`src/rtl/if_fetch_unit.sv`:
```
// Instruction-fetch stage: issues one imem request at a time for the current PC,
// buffers returned {pc, instr} pairs in a small circular queue for decode, and
// discards any fetch that a redirect has made stale.
module if_fetch_unit #(
  parameter int unsigned ADDR_W  = 16,
  parameter int unsigned INSTR_W = 16,
  parameter int unsigned QDEPTH  = 2
) (
  input  logic               clk,
  input  logic               rst_n,
  input  logic [ADDR_W-1:0]  pc,
  input  logic               redirect,
  output logic               pc_step,
  output logic               imem_req,
  output logic [ADDR_W-1:0]  imem_addr,
  input  logic               imem_ack,
  input  logic [INSTR_W-1:0] imem_rdata,
  output logic               id_valid,
  output logic [INSTR_W-1:0] id_instr,
  output logic [ADDR_W-1:0]  id_pc,
  input  logic               id_ready
);

  localparam int unsigned PtrW = (QDEPTH > 1) ? $clog2(QDEPTH) : 1;
  localparam int unsigned CntW = $clog2(QDEPTH + 1);
  localparam logic [CntW-1:0] QDepthC = CntW'(QDEPTH);

  typedef enum logic [1:0] {
    StIdle,
    StWait,
    StDrop
  } state_e;

  state_e state_q;

  logic [INSTR_W-1:0] mem_instr_q [QDEPTH];
  logic [ADDR_W-1:0]  mem_pc_q    [QDEPTH];
  logic [PtrW-1:0]    wr_ptr_q;
  logic [PtrW-1:0]    rd_ptr_q;
  logic [CntW-1:0]    count_q;

  logic push;
  logic pop;
  logic can_issue;

  // Only a live (non-redirected) ack in WAIT captures data; DROP acks are discarded.
  assign push      = (state_q == StWait) && imem_ack && !redirect;
  // Flush wins over a pop in the redirect cycle.
  assign pop       = id_valid && id_ready && !redirect;
  // Gating issue on a free slot guarantees the eventual push never overflows.
  assign can_issue = !redirect && (count_q < QDepthC);

  assign pc_step  = push;
  assign id_valid = (count_q != '0);
  assign id_instr = id_valid ? mem_instr_q[rd_ptr_q] : '0;
  assign id_pc    = id_valid ? mem_pc_q[rd_ptr_q] : '0;

  // Fetch FSM with registered request/address; at most one request outstanding.
  always_ff @(posedge clk or negedge rst_n) begin
    if (!rst_n) begin
      state_q   <= StIdle;
      imem_req  <= 1'b0;
      imem_addr <= '0;
    end else begin
      unique case (state_q)
        StIdle: begin
          if (can_issue) begin
            imem_req  <= 1'b1;
            imem_addr <= pc;
            state_q   <= StWait;
          end else begin
            imem_req <= 1'b0;
          end
        end
        StWait: begin
          if (imem_ack) begin
            // Captured or, if redirected this cycle, silently dropped.
            imem_req <= 1'b0;
            state_q  <= StIdle;
          end else if (redirect) begin
            state_q <= StDrop;
          end
        end
        StDrop: begin
          // Request cannot be cancelled; wait out the stale ack.
          if (imem_ack) begin
            imem_req <= 1'b0;
            state_q  <= StIdle;
          end
        end
        default: begin
          imem_req <= 1'b0;
          state_q  <= StIdle;
        end
      endcase
    end
  end

  // Circular fetch queue; redirect flushes everything at the next edge.
  always_ff @(posedge clk or negedge rst_n) begin
    if (!rst_n) begin
      wr_ptr_q <= '0;
      rd_ptr_q <= '0;
      count_q  <= '0;
      for (int i = 0; i < QDEPTH; i++) begin
        mem_instr_q[i] <= '0;
        mem_pc_q[i]    <= '0;
      end
    end else if (redirect) begin
      wr_ptr_q <= '0;
      rd_ptr_q <= '0;
      count_q  <= '0;
    end else begin
      if (push) begin
        mem_instr_q[wr_ptr_q] <= imem_rdata;
        mem_pc_q[wr_ptr_q]    <= imem_addr;
        wr_ptr_q              <= wr_ptr_q + PtrW'(1);
      end
      if (pop) begin
        rd_ptr_q <= rd_ptr_q + PtrW'(1);
      end
      unique case ({push, pop})
        2'b10:   count_q <= count_q + CntW'(1);
        2'b01:   count_q <= count_q - CntW'(1);
        default: count_q <= count_q;
      endcase
    end
  end

endmodule

```
`config.mk`:
```
export PLATFORM = sky130hd
export DESIGN_NAME = if_fetch_unit
export DESIGN_NICKNAME = d
export VERILOG_FILES = /design/src/rtl/if_fetch_unit.sv
export SDC_FILE = /design/constraint.sdc
export NUM_CORES = 1
export LEC_CHECK = 0
export CORE_ASPECT_RATIO = 0.9
export CORE_MARGIN = 10
export CORE_UTILIZATION = 50
export CTS_CLUSTER_DIAMETER = 30
export DETAILED_ROUTE_END_ITERATION = 12
export PLACE_DENSITY_LB_ADDON = 0.12
export SLEW_MARGIN = 5
export SYNTH_ARGS = -nofsm -noshare
export SYNTH_HDL_FRONTEND = slang
export SYNTH_SLANG_ARGS = --single-unit
```
`constraint.sdc`:
```
create_clock -name clk -period 2.5 [get_ports clk]
set_clock_uncertainty 0.2 [all_clocks]
set_input_delay 0.625 -clock clk [delete_from_list [all_inputs] [get_ports clk]]
set_output_delay 0.625 -clock clk [all_outputs]
set_load 0.005 [all_outputs]
```
; Word-level counts from Yosys, hierarchy flattened
; Cells that the tools add are included.
[totals]
reg_bits = 87
inputBits = 37
output_inout_bits = 51
[classes]
addsub = 4
order_cmp = 4
eq_ne = 8
mux = 26
bitwise = 3
reduce_logical = 16
[op_table]
columns = cell, n
row1 = $mux W16, 9
row2 = $bwmux W32, 2
row3 = $demux W16 S1, 1
row4 = $mux W2, 5
row5 = $logic_and A1 B1 Y1, 6
row6 = $mux W1, 6
row7 = $pmux W2 S3, 1
row8 = $reduce_bool A2 Y1, 3
row9 = $eq A2 B1 Y1 const B, 2
row10 = $eq A2 B2 Y1 const B, 2
row11 = $ge A2 B2 Y1 const B, 2
row12 = $ne A2 B2 Y1 const B, 2
row13 = $not A1 Y2, 2
row14 = $pmux W2 S2, 1
row15 = $reduce_and A2 Y1, 2
row16 = $ne A3 B3 Y1 const B, 1
row17 = $reduce_and A3 Y1, 1
row18 = $reduce_bool A3 Y1, 1
row19 = $add A1 B1 Y1 const B, 2
row20 = $add A2 B1 Y2 const B, 1
row21 = $logic_not A2 Y1, 1
row22 = $lt A2 B1 Y1 const B, 1
row23 = $lt A2 B2 Y1 const B, 1
row24 = $ne A2 B1 Y1 const B, 1
row25 = 5 further kinds, 5

; Logic depth before layout (Yosys ltp)
; Gate-level depths: netlist of run 1.
[logic_depth]
depth_word = 6
depth_mapped = 6
ltp_nobuf = 5

; Least setup slack after synthesis of run 1
; Ideal clock, no wire load.
[synth_path]
path_kind = reg-to-output
startpoint = reg count_q[1]
endpoint = out id_instr[0]
arrival_ns = 1.144
setup_slack_ns = 0.531
stages_incl_launch_ff = 5
path_cell_list = dfrtp_1 -> buf_2 -> nor2_1 -> clkbuf_1 -> nor2_1
[synth_between]
elab_chain_cells = 2
[synth_lines]
columns = item, line
row1 = "start, declared", 40  ; logic [CntW-1:0] count_q;
row2 = "start signal, assigned", 123  ; 2'b10: count_q <= count_q + CntW'(1);
row3 = "start signal, assigned", 124  ; 2'b01: count_q <= count_q - CntW'(1);
row4 = "start signal, assigned", 125  ; default: count_q <= count_q;
row5 = $reduce_bool A2 Y1, 54  ; assign id_valid = (count_q != '0);
row6 = $mux W16, 55  ; assign id_instr = id_valid ? mem_instr_q[rd_ptr_q] : '0;
row7 = "end, declared", 19  ; output logic [INSTR_W-1:0] id_instr,
; No other way between the ends.

; Worst setup path in the final report of run 1
[layout_path]
startpoint = reg count_q[0]
endpoint = out id_valid
[layout_between]
elab_chain_cells = 1
[layout_lines]
columns = item, line
row1 = $reduce_bool A2 Y1, 54
row2 = "end, declared", 18  ; output logic id_valid,
; No other way between the ends.

==> impl_metrics.tcl, run 1 <==
set metrics [dict create \
    drc_errors 0 \
    antenna_found_initial 0 \
    crit_path_max_fanout 10 \
    fin_crit_ns 2.44 \
    r2r-start "state_q[1]" \
    max_cap_viol_count 0 \
    dp_hpwl_mm 6.12 \
    endpoint_kind "output port" \
    syn_area_mm2 0.00412 \
    combPwrFrac_pct 37.3 \
    layoutNonFillerInstCount 504 \
    hold_violations 0 \
    vdd_drop_max_v 0.000625 \
    placed_cells 479 \
    io_buffers 87 \
    rr_worst_depth 7 \
    routed_wl_mm 8.84 \
    seq_power_share_pct 43.7 \
    synth.area.mux_share_pct 33.4 \
    cts.clk_slew.worst_paths_ns 0.09 \
    criticalPathCategory "reg -> out" \
    drt_first_iter_violations 127 \
    final_cell_mix "dfrtp_1 (85), clkdlybuf4s50_1 (52), mux2_2 (50)" \
    synth-seq-cells 87 \
    startpoint_type "flop" \
    syn_nets 333 \
    ys_types 30 \
    rrSetupSlack_ns 0.42 \
    whs_path_depth 1 \
    track_usage_pct 15.1 \
    worstMarginPinSlew_ns 0.360 \
    power_uw 5770 \
    synth_seq_area_share_pct 52.9 \
    syn_inst 292 \
    setup_viol 0 \
    grt_pass1_wl_mm 14.7 \
    slew_viol_final 0 \
    synth_top_family_by_area "multiplexers" \
    synth_compound_area_share_pct 1.19 \
    dieArea_mm2 0.0123 \
    n_antenna_cell 0 \
    place_congestion 0.725 \
    cp_data_required_time_ns 1.67 \
    outcome "complete, no violations" \
    row_count 31 \
    syn_to_final_growth_pct 32.3 \
    grt_max_degree 43 \
    avgSynthCellArea_um2 14.1 \
    h-tree-depth 3 \
    via_per_inst 5.17 \
    yosys.area_share.xor_xnor_pct 0.425 \
    final_common_cell "dfrtp_1" \
    clk_latency_ns 0.34 \
    ctsRootBufferMaster "clkbuf_8" \
    hold_class "reg -> reg" \
    hp-start "mem_pc_q[23]" \
    synth_adder_area_share_pct 1.22 \
    fp.dieH_um 106 \
    ios 88 \
    cts-buffers-inserted 9 \
    synth_warnings 0 \
    maxSlewHeadroom_pct 76.0 \
    drtAntennaViolNets 0 \
    leakage_uw 0.00257 \
    synthSimpleGateAreaFrac_pct 6.72 \
    cts_tree "built" \
    reg2reg_to "mem_pc_q[29]" \
    grt_overflow_total 0 \
    fin_nets 441 \
    swShare_pct 29.3 \
    max_freq_mhz 410 \
    start_util_pct 51.3 \
    drive_gt1_share_pct 32.6 \
    multi_input_area_mm2 0.00178 \
    die_x_um 116 \
    fin_util_pct 67.8 \
    holdPathEnd "mem_pc_q[23]" \
    p_int_uw 4080 \
    timing.final.ws_setup_ns 0.0586 \
    n_fill_cell 627 \
    regArea_mm2 0.00218 \
    preCtsSetupSlack_ns -0.159 \
    clock_path_buffers 2 \
    rsz0062_at_grt "true" \
    core_area_mm2 0.00803 \
    critical_path_arrival_ns 1.62 \
    dr.pass1.iters 3 \
    clkPwrFrac_pct 18.9 \
    cts_sinks 87 \
    powerDensity_mw_per_mm2 1060 \
    grt_pass1_vias 2866 \
    period_share_pct 97.7 \
    wl_per_cell_um 17.5 \
    power_switching_uw 1690 \
    via_count 2604 \
]
-- state kept, by name, indices dropped and copies added, names as in the netlist --
name and cells:
imem_addr 16, imem_req 1, mem_instr_q 32, wr_ptr_q 1
count_q 2, state_q 2, rd_ptr_q 1, mem_pc_q 32
-- critical path: stages, from the launching register on --
cell             delay (ns)
dfrtp_2                0.45
nor2_4                 0.16
buf_6                  0.17
inv_1                  0.04
clkdlybuf4s50_1        0.44
-- power groups by stage --
stage / clock (µW) / combinational, µW / sequential [µW]
after floorplan: 0 / 1370 / 2430
final: 1090 / 2150 / 2520
after detailed placement: 0 / 2200 / 2540
after CTS: 1120 / 2170 / 2530
after global routing: 1180 / 2360 / 2620
after global placement: 0 / 2140 / 2500
-- final cells by class --
type                       instances  share of cell area (%)
clock buffer                       9                    2.27
sequential                        87                    40.0
inverter                           4                   0.276
multi-input combinational        184                    32.6
tap                               99                    2.27
clock inverter                     7                    1.88
timing repair buffer             114                    20.7
-- stage by stage --
stage	hold WS (ns)	instance area, µm²	TNS [ns]
after floorplan	0.129	4120	0
after global placement	0.268	5140	-0.169
after detailed placement	0.279	5140	-0.159
after CTS	0.300	5390	0
after global routing	0.321	5450	-0.0207
final	0.298	5450	0
-- Yosys cell counts, drive strengths merged --
cell | n | area share [%]
buf | 13 | 3.4
nor3b | 1 | 0.46
inv | 4 | 0.36
mux2 | 82 | 25
and3b | 2 | 0.46
o211ai | 1 | 0.18
or4b | 1 | 0.24
clkbuf | 4 | 0.36
ha | 4 | 1.2
dfrtp | 87 | 53
nand2b | 3 | 0.46
or3 | 2 | 0.30
xor2 | 2 | 0.43
nor4 | 1 | 0.15
nand2 | 6 | 0.73
a21oi | 2 | 0.24
or2 | 1 | 0.15
nor2 | 35 | 3.2
nand3b | 1 | 0.18
a211o | 1 | 0.21
mux2i | 34 | 8.3
nor3 | 1 | 0.40
o21ai | 2 | 0.24
a31oi | 2 | 0.30
-- per-layer routing --
metal / vias up / track usage, % / share of wire [%]
li1: 1231 / - / -
met4: 0 / 3.48 / 0.60
met2: 53 / 25.4 / 51
met1: 1316 / 17.5 / 42
met3: 4 / 6.24 / 7.2
met5: - / 0 / 0
-- worst max path at each step --
stage	depth (start not counted)	slack, ns	to	startpoint
after detailed placement	3	-0.16	pc_step	redirect
after floorplan	4	0.53	id_instr[0]	count_q[1]
final	4	0.06	id_valid	count_q[0]
after global placement	3	-0.17	pc_step	redirect
after global routing	4	-0.02	id_valid	count_q[0]
after CTS	4	0.01	id_valid	count_q[0]
-- kinds of logic after synthesis --
group                    after synthesis
adder cells (fa/ha/maj)                4
AO/OA/AOI/OAI                          8
XOR/XNOR                               2
buffers and inverters                 21
multiplexers                         116
AND/OR/NAND/NOR                       54
flip-flops                            87
-- timing repair --
action,4_1_cts,5_1_grt
pin swaps,2,0
setup endpoints to repair,34,4
hold buffers,1,0
gates resized for setup,44,1
cloned,1,0
hold endpoints to repair,16,0
setup buffers,1,6
Note: power is estimated with default switching activity, not from simulation.
==> run 2, diff against run 1 <==
--- a/config.mk
+++ b/config.mk
@@ -5,6 +5,7 @@
 export SDC_FILE = /design/constraint.sdc
 export NUM_CORES = 1
 export LEC_CHECK = 0
+export CAP_MARGIN = 15
 export CORE_ASPECT_RATIO = 0.9
 export CORE_MARGIN = 10
 export CORE_UTILIZATION = 50
==> results of run 2 <==
Final layout, timing and power as in run 1 (identical DEF).
==> run 3, diff against run 2 <==
==> constraint.sdc (replaced) <==
create_clock -name clk -period 2.8 [get_ports clk]
set_clock_uncertainty 0.2 [all_clocks]
set_input_delay 0.7 -clock clk [delete_from_list [all_inputs] [get_ports clk]]
set_output_delay 0.7 -clock clk [all_outputs]
set_load 0.005 [all_outputs]
==> run 3 against run 2 <==
Effect of this change: first-iteration DRC count decreased by 37%; critical path depth did not move; sequential power down 11%; total power is 11% lower; design area is 1.1% lower; largest cell class unchanged; global-route usage shrank 0.40 points; sequential share of layout area grew 0.47 points; worst hold slack got worse by 0.17 ns; count of clock-buffer cells in the layout unchanged; setup slack gained 0.067 ns.
==> impl_metrics.tcl, run 3 (same netlist as run 1, synthesis figures left out) <==
set metrics [dict create \
    outcome "complete, no violations" \
    crit_path_max_fanout 12 \
    rsz0062_at_grt "false" \
    slew_viol_final 0 \
    via_count 2565 \
    io_buffers 87 \
    swShare_pct 28.8 \
    hold_buffers 0 \
    startpoint_type "flop" \
    h-tree-depth 3 \
    grt_pass1_vias 2795 \
    dr_wl_met2_mm 4.34 \
    endpoint_kind "output port" \
    final_cell_mix "dfrtp_1 (85), clkdlybuf4s50_1 (85), mux2_2 (50)" \
    drc_errors 0 \
    dieArea_mm2 0.0123 \
    reg2reg_to "mem_instr_q[18]" \
    cts_sinks 87 \
    p_int_uw 3660 \
    track_usage_pct 14.7 \
    fp.dieH_um 106 \
    place_area_mm2 0.00516 \
    grt_pass1_wl_mm 14.3 \
    drtAntennaViolNets 0 \
    cp-endpoint "id_pc[10]" \
    worstMarginPinSlew_ns 0.555 \
    setup_viol 0 \
    start_util_pct 51.3 \
    via_per_inst 5.22 \
    crit_start "rd_ptr_q" \
    dp_hpwl_mm 6.05 \
    power_switching_uw 1480 \
    syn_to_final_growth_pct 30.8 \
    max_cap_viol_count 0 \
    drt_first_iter_violations 80 \
    grt_max_degree 44 \
    period_share_pct 95.5 \
    cp_data_required_time_ns 1.90 \
    n_antenna_cell 0 \
    met3WireLength_um 592 \
    fin_area_mm2 0.00538 \
    fin_nets 428 \
    core_area_mm2 0.00803 \
    seq_power_share_pct 43.7 \
    cts-buffers-inserted 9 \
    rrSetupSlack_ns 0.67 \
    rr_worst_depth 7 \
    powerDensity_mw_per_mm2 956 \
    ios 88 \
    ctsRootBufferMaster "clkbuf_8" \
    clock_path_buffers 2 \
    criticalPathCategory "reg -> out" \
    place_congestion 0.721 \
    fin_util_pct 67.1 \
    cpPeakStageDelay_ns 0.54 \
    cts_setup_buffers 0 \
    combPwrFrac_pct 37.7 \
    wl_met1_mm 3.64 \
    cts.clk_slew.worst_paths_ns 0.08 \
    die_x_um 116 \
    max_freq_mhz 374 \
    drive_gt1_share_pct 30.6 \
    grt_overflow_total 0 \
    cts_tree "built" \
    fin_crit_ns 2.67 \
    highest_layer "met4" \
    crit_chain "buf_4, mux2i_1, nor2_1, clkdlybuf4s50_1" \
    vdd_drop_max_v 0.000527 \
    critical_path_arrival_ns 1.77 \
    hold_class "in -> async" \
    row_count 31 \
    cpMaxStageDelayCell "clkdlybuf4s50_1" \
    clkPwrFrac_pct 18.6 \
    dr.pass1.iters 4 \
    routed_wl_mm 8.66 \
    clk_latency_ns 0.35 \
    hold_violations 0 \
    antenna_found_initial 0 \
    leakage_uw 0.00235 \
    reg_top3 "mem_instr_q: 32 flops, mem_pc_q: 32 flops, imem_addr: 16 flops" \
    wl_per_cell_um 17.6 \
    maxSlewHeadroom_pct 63.0 \
    r2r-start "state_q[1]" \
]
[run 3: changes by cell type in the layout (fill, tap and decap cells not counted), moves of 2 or more]
cell	delta
clkdlybuf4s50_1	+33
buf_12	+2
inv_6	-2
buf_6	-3
dlygate4sd2_1	-33
buf_4	-10
[run 3: final cells by class]
| class | count | area [µm²] |
|---|---|---|
| Multi-Input combinational cell | 184 | 1770 |
| Clock inverter | 7 | 97.6 |
| Clock buffer | 9 | 124 |
| Sequential cell | 87 | 2180 |
| Inverter | 4 | 15.0 |
| Timing Repair Buffer | 101 | 1070 |
| Fill cell | 593 | 2650 |
| Tap cell | 99 | 124 |
[run 3: how the worst min path moves through the flow]
stage | startpoint | end | slack, ns | cells after the start
after floorplan | rst_n | count_q[0] | 0.20 | 0
after detailed placement | mem_pc_q[18] | mem_pc_q[18] | 0.28 | 1
after CTS | rst_n | state_q[0] | 0.14 | 1
after global routing | rst_n | mem_instr_q[25] | 0.16 | 1
final | rst_n | state_q[0] | 0.12 | 1
after global placement | mem_pc_q[23] | mem_pc_q[23] | 0.27 | 1
[run 3: power groups by stage]
stage	clock network (µW)	logic [µW]	registers, µW
floorplan	0	1230	2170
global placement	0	1930	2240
detailed placement	0	1980	2270
CTS	996	1980	2260
global route	1040	2120	2340
finish	959	1940	2250
[run 3: repair_timing]
item,in CTS,in global routing
resized for setup,1,1
endpoints found under the setup margin,1,16
hold endpoints to repair,0,0
[run 3: through the flow]
| stage | hold slack (ns) | cells | worst slack [ns] | total power, µW | setup TNS (ns) |
|---|---|---|---|---|---|
| 6_report | 0.123 | 491 | 0.126 | 5150 | 0 |
| 3_5_place_dp | 0.280 | 475 | -0.00306 | 4250 | -0.00306 |
| 4_1_cts | 0.136 | 491 | 0.0133 | 5230 | 0 |
| 2_1_floorplan | 0.204 | 292 | 0.756 | 3400 | 0 |
| 5_1_grt | 0.158 | 491 | 0.0222 | 5490 | 0 |
| 3_3_place_gp | 0.268 | 475 | -0.0195 | 4160 | -0.0195 |
[run 3: worst max-delay path: cells and delay by family (launching register included)]
| family | cells | cell delay (ns) |
|---|---|---|
| and+or+nand+nor | 1 | 0.10 |
| muxes | 1 | 0.14 |
| buffers and inverters | 2 | 0.75 |
| DFF | 1 | 0.43 |
[run 3: per-layer routing]
metal | GRT usage [%] | vias up
li1 | - | 1198
met1 | 17.2 | 1303
met2 | 24.4 | 55
met3 | 5.90 | 9
met4 | 4.02 | 0
met5 | 0 | -
